`src/rtl/irq_pending_ctrl.sv`:
```
// Captures four interrupt sources (level or rising-edge), masks them, and turns the
// encoded winner into a held request / ack / done handshake. Request rises two edges after a source is sampled.
module irq_pending_ctrl #(
  parameter logic [3:0] EDGE_SRC = 4'b0000
) (
  input  logic       i_clk,
  input  logic       i_rst,
  input  logic [3:0] i_irq,
  input  logic [3:0] i_enable,
  input  logic       i_global_en,
  output logic [3:0] o_pending,
  input  logic [1:0] i_enc_id,
  output logic       o_irq_req,
  output logic [1:0] o_irq_id,
  input  logic       i_irq_ack,
  input  logic       i_irq_done,
  output logic       o_busy
);

  typedef enum logic [1:0] {IDLE, REQ, SERVICE} state_t;

  state_t     state_q, state_d;
  logic [3:0] pend_q, pend_d;
  logic [3:0] prev_q;
  logic [1:0] id_q, id_d;
  logic       claim;
  logic [3:0] claim_mask;

  assign o_pending  = i_global_en ? (pend_q & i_enable) : 4'b0000;
  assign claim      = (state_q == REQ) && i_irq_ack;
  assign claim_mask = claim ? (4'b0001 << id_q) : 4'b0000;

  // A fresh edge in the claim cycle must survive, so the set term is OR'd after the clear.
  always_comb begin
    pend_d = (EDGE_SRC & ((i_irq & ~prev_q) | (pend_q & ~claim_mask)))
           | (~EDGE_SRC & i_irq);
  end

  always_comb begin
    state_d = state_q;
    id_d    = id_q;
    case (state_q)
      IDLE: begin
        if (o_pending != 4'b0000) begin
          id_d    = i_enc_id;
          state_d = REQ;
        end
      end
      REQ: begin
        if (i_irq_ack) begin
          state_d = SERVICE;
        end else if (!o_pending[id_q]) begin
          state_d = IDLE;
        end
      end
      SERVICE: begin
        if (i_irq_done) begin
          state_d = IDLE;
        end
      end
      default: state_d = IDLE;
    endcase
  end

  always_ff @(posedge i_clk) begin
    if (i_rst) begin
      state_q <= IDLE;
      pend_q  <= 4'b0000;
      prev_q  <= 4'b0000;
      id_q    <= 2'd0;
    end else begin
      state_q <= state_d;
      pend_q  <= pend_d;
      prev_q  <= i_irq;
      id_q    <= id_d;
    end
  end

  assign o_irq_req = (state_q == REQ);
  assign o_busy    = (state_q == SERVICE);
  assign o_irq_id  = id_q;

endmodule

```
`config.mk`:
```
export PLATFORM = sky130hd
export DESIGN_NAME = irq_pending_ctrl
export DESIGN_NICKNAME = d
export VERILOG_FILES = /design/src/rtl/irq_pending_ctrl.sv
export SDC_FILE = /design/constraint.sdc
export NUM_CORES = 1
export LEC_CHECK = 0
export BUFFER_PORTS_ARGS = -buffer_cell sky130_fd_sc_hd__buf_2
export CAP_MARGIN = 20
export CORE_MARGIN = 8
export CORE_UTILIZATION = 25
export CTS_BUF_LIST = sky130_fd_sc_hd__clkbuf_4
export CTS_CLUSTER_DIAMETER = 60
export DETAILED_ROUTE_END_ITERATION = 10
export GPL_TIMING_DRIVEN = 0
export PLACE_DENSITY = 0.48
export SETUP_SLACK_MARGIN = 0.05
export SLEW_MARGIN = 10
export SYNTH_ARGS = -nofsm -noshare
export SYNTH_HDL_FRONTEND = slang
export SYNTH_SLANG_ARGS = --single-unit
export TNS_END_PERCENT = 10
```
`constraint.sdc`:
```
create_clock -name i_clk -period 3.1 [get_ports i_clk]
set_input_delay 0.62 -clock i_clk [delete_from_list [all_inputs] [get_ports i_clk]]
set_output_delay 0.62 -clock i_clk [all_outputs]
set_load 0.02 [all_outputs]
```
==> metrics.log <==
[metrics] result of the run: complete, no violations
[metrics] placement row count: 14
[metrics] Highest Signal Layer: met4
[metrics] detailed router's first-iteration violation count: 4
[metrics] critical hold path startpoint: state_q[0]$_SDFFE_PP0P_
[metrics] cell accounting for the most synthesized area: sky130_fd_sc_hd__dfxtp_1
[metrics] count of buffering cells on the critical path with inverters included: 2
[metrics] H-Tree Level Count: 1
[metrics] yosys warns: 0
[metrics] static leakage power: 0.2752 nW
[metrics] met2 routed WL: 546 µm
[metrics] antenna-violating nets left: 0
[metrics] Final Hold Slack: 0.5624 ns
[metrics] reg-to-reg slack, setup: 1.63 ns
[metrics] main area contributors after synthesis: sky130_fd_sc_hd__dfxtp_1 (42%), sky130_fd_sc_hd__nor2b_1 (8.3%), sky130_fd_sc_hd__mux2i_1 (7.9%)
[metrics] setup ws final: 1.349 ns
[metrics] I/O Pins: 23
[metrics] estimated wirelength of the detail-placed design: 889.9 µm
[metrics] top cell types by occurrence after synthesis: sky130_fd_sc_hd__dfxtp_1 (8), sky130_fd_sc_hd__inv_1 (5), sky130_fd_sc_hd__nor2b_1 (5), sky130_fd_sc_hd__nor2_1 (4)
[metrics] area growth from synthesis to layout: 40.26%
[metrics] setup repair after global routing missed its margin: false
[metrics] Crit path required time: 2.48 ns
[metrics] CTS Sinks: 8
[metrics] Cell Chain, Critical Path: buf_2 -> and3_2 -> buf_2
[metrics] number of fillers in the final layout: 174
[metrics] Yosys top cell area share: 42.24%
[metrics] floorplan die area: 3018 µm²
[metrics] height of the die: 54.94 µm
[metrics] met1 routed wirelength after detailed routing: 419 µm
[metrics] setup-violating endpoint count in the final report: 0
[metrics] area of the multi-input gates: 200.2 µm²
[metrics] total power density per cell area: 429.1 nW/µm²
[metrics] post-synthesis instance total: 41
[metrics] number of global-route vias before repair: 420
[metrics] residual DRC count: 0
[metrics] most common cell in the synthesized netlist: sky130_fd_sc_hd__dfxtp_1
[metrics] overall die width: 54.94 µm
[metrics] post-cts sizing count: 0
[metrics] Layout Utilization: 36.14%
[metrics] final net count: 83
[metrics] Post-CTS Hold Buffers: 0
[metrics] synthesized area divided by synthesized cell count: 9.247 µm²
[metrics] kind of cell adding the most delay to the critical path: buffers and inverters
[metrics] class of the worst hold path: reg2reg
[metrics] maximum root-to-sink buffer count: 2
[metrics] most frequent cell on the critical path: sky130_fd_sc_hd__buf_2
[metrics] Hold Path Sink: state_q[0]$_SDFFE_PP0P_
[metrics] CTS tree: done
[metrics] share of synthesized flip-flops with an asynchronous set or reset: 0%
[metrics] overall global routing resource usage: 7.692%
[metrics] sequential-to-total area share from yosys stat: 42.24%
[metrics] Critical R2R Capture: state_q[0]$_SDFFE_PP0P_
[metrics] clock period minus worst slack: 1.751 ns
[metrics] max-cap viol count: 0
[metrics] slew of the pin with the lowest slew margin: 0.3150 ns
[metrics] type of destination of the critical path: primary output
[metrics] highest clock rate: 0.5712 GHz
[metrics] Design Area, Final: 531.8 µm²
[metrics] Most used DFF post-synth: sky130_fd_sc_hd__dfxtp_1
[metrics] worst slack at placement: 1.225 ns
[metrics] buffers inserted by post-CTS timing repair: 0
[metrics] slowest stage delay, CP: 0.21 ns
[metrics] via count: 401
[metrics] antenna violations before repair: 0
[metrics] worst voltage drop across the vdd grid: 0.2003 mV
[metrics] Area after DPL: 509.2 µm²
[metrics] final max-slew violation count: 0
[metrics] pin count of the biggest net entering global routing: 9
[metrics] Worst Clk Skew: 0.001593 ns
[metrics] number of buffer cells added on primary ports: 22
[metrics] hold violation count in the final report: 0
[metrics] placer congestion estimate: 0.7058
[metrics] Sequential cell area: 160.2 µm²
[metrics] depth of the most critical reg-to-reg path: 4
[metrics] Max-slew headroom: 78.94%
[metrics] Netlist cell types: 17
[metrics] effective utilization at floorplan: 25.77%
[metrics] post-synthesis register bit count: 8
[metrics] number of buffers created by CTS: 3
[metrics] CTS clock-pin slew for the worst setup and hold paths: 0.05 ns
[metrics] worst-path maximum fanout: 8
[metrics] final WL: 1031 µm
[metrics] Post-Synthesis Net Count: 56
[metrics] cell chosen for the clock root: sky130_fd_sc_hd__clkbuf_4
[metrics] worst setup path class: in2out
[metrics] Critical R2R Launch: o_irq_id[0]$_SDFFE_PP0P_
[metrics] first-pass GRT wire length: 1683 µm
[metrics] ratio of cells with drive above 1 in the final layout: 42.42%
[metrics] Diodes inserted: 0
[metrics] slowest cell on the critical path: sky130_fd_sc_hd__and3_2
[metrics] Remaining Overflow, GRT: 0
[metrics] latest clock arrival within the worst-skew pair: 0.24 ns
[metrics] detailed-route wire length per cell: 12.57 µm
[metrics] via density per instance: 4.890
[metrics] Setup TNS: 0 ns
[metrics] kind of launch point of the worst setup path: input pin
[metrics] critical path data arrival time: 1.13 ns
[metrics] number of enable flip-flop cells after synthesis: 0
[metrics] Core ar.: 1471 µm²
[metrics] cell area after synthesis: 379.1 µm²
[metrics] first-pass iteration count of the detailed router: 4
[metrics] routed length on met3: 50 µm
[metrics] portion of the clock cycle consumed by the worst path in the final layout: 56.47%
[metrics] number of stages on the worst hold path: 2
layout make-up:
class,count,area share [%]
clock buffers,3,4.235
inverters,5,3.529
multi-input cells,28,37.65
flip-flops and latches,8,30.12
well taps,16,3.765
repair buffers,22,20.71
worst register-to-register path: cells and delay by family, from the launching register on:
family,cells,cell delay [ns]
AO/OA/AOI/OAI,4,0.98
flip-flops,1,0.39
placed cells by master (no fill, tap or decap):
master                      instances
sky130_fd_sc_hd__inv_1              5
sky130_fd_sc_hd__a22oi_1            3
sky130_fd_sc_hd__dfxtp_1            8
sky130_fd_sc_hd__a21oi_1            1
sky130_fd_sc_hd__o211ai_1           1
sky130_fd_sc_hd__and3_2             3
sky130_fd_sc_hd__buf_2             22
sky130_fd_sc_hd__a211o_1            1
sky130_fd_sc_hd__nand3_1            1
sky130_fd_sc_hd__nor2b_1            5
sky130_fd_sc_hd__nor2_1             4
sky130_fd_sc_hd__a2111oi_1          1
sky130_fd_sc_hd__clkbuf_4           3
sky130_fd_sc_hd__a2111o_1           1
sky130_fd_sc_hd__nand3b_1           1
sky130_fd_sc_hd__a41oi_1            1
sky130_fd_sc_hd__mux2i_1            3
sky130_fd_sc_hd__nand4_1            1
sky130_fd_sc_hd__a221oi_1           1
routing by layer:
| metal | track usage [%] | vias to the layer above |
|---|---|---|
| met5 | 0 | - |
| met4 | 6.000 | 0 |
| met3 | 2.139 | 2 |
| met2 | 12.26 | 10 |
| met1 | 8.449 | 183 |
| li1 | - | 206 |
metrics by stage:
stage                     std cells  power [mW]
final                            82      0.2282
after global routing             82      0.2419
after CTS                        82      0.2332
after detailed placement         79      0.1551
after global placement           79      0.1545
after floorplan                  41      0.1356
registers in the layout, indices dropped and copies added (netlist names):
signal    count
pend_q        4
o_irq_id      2
state_q       2
cell families (layout without fill, tap and decap cells):
logic type      after synthesis  after routing  share of synthesized area [%]
compound gates               10             10                          21.78
buf+inv                       5             30                          4.951
flops                         8              8                          42.24
mux                           3              3                          7.921
simple gates                 15             15                          23.10
worst max path at each step:
stage,start,endpoint,slack (ns),cells after the start
CTS,i_global_en,o_pending[1],1.35,3
global route,i_global_en,o_pending[0],1.30,4
finish,i_global_en,o_pending[1],1.35,3
floorplan,i_global_en,state_q[0]$_SDFFE_PP0P_,1.53,4
global placement,i_global_en,state_q[0]$_SDFFE_PP0P_,1.18,5
detailed placement,i_global_en,state_q[0]$_SDFFE_PP0P_,1.23,5
report_power, final:
part	switching, mW	internal, mW
combinational	0.0202	0.0189
sequential	0.00494	0.109
clock	0.0316	0.0440
total	0.0567	0.171
Power figures use the tool's default switching activity.
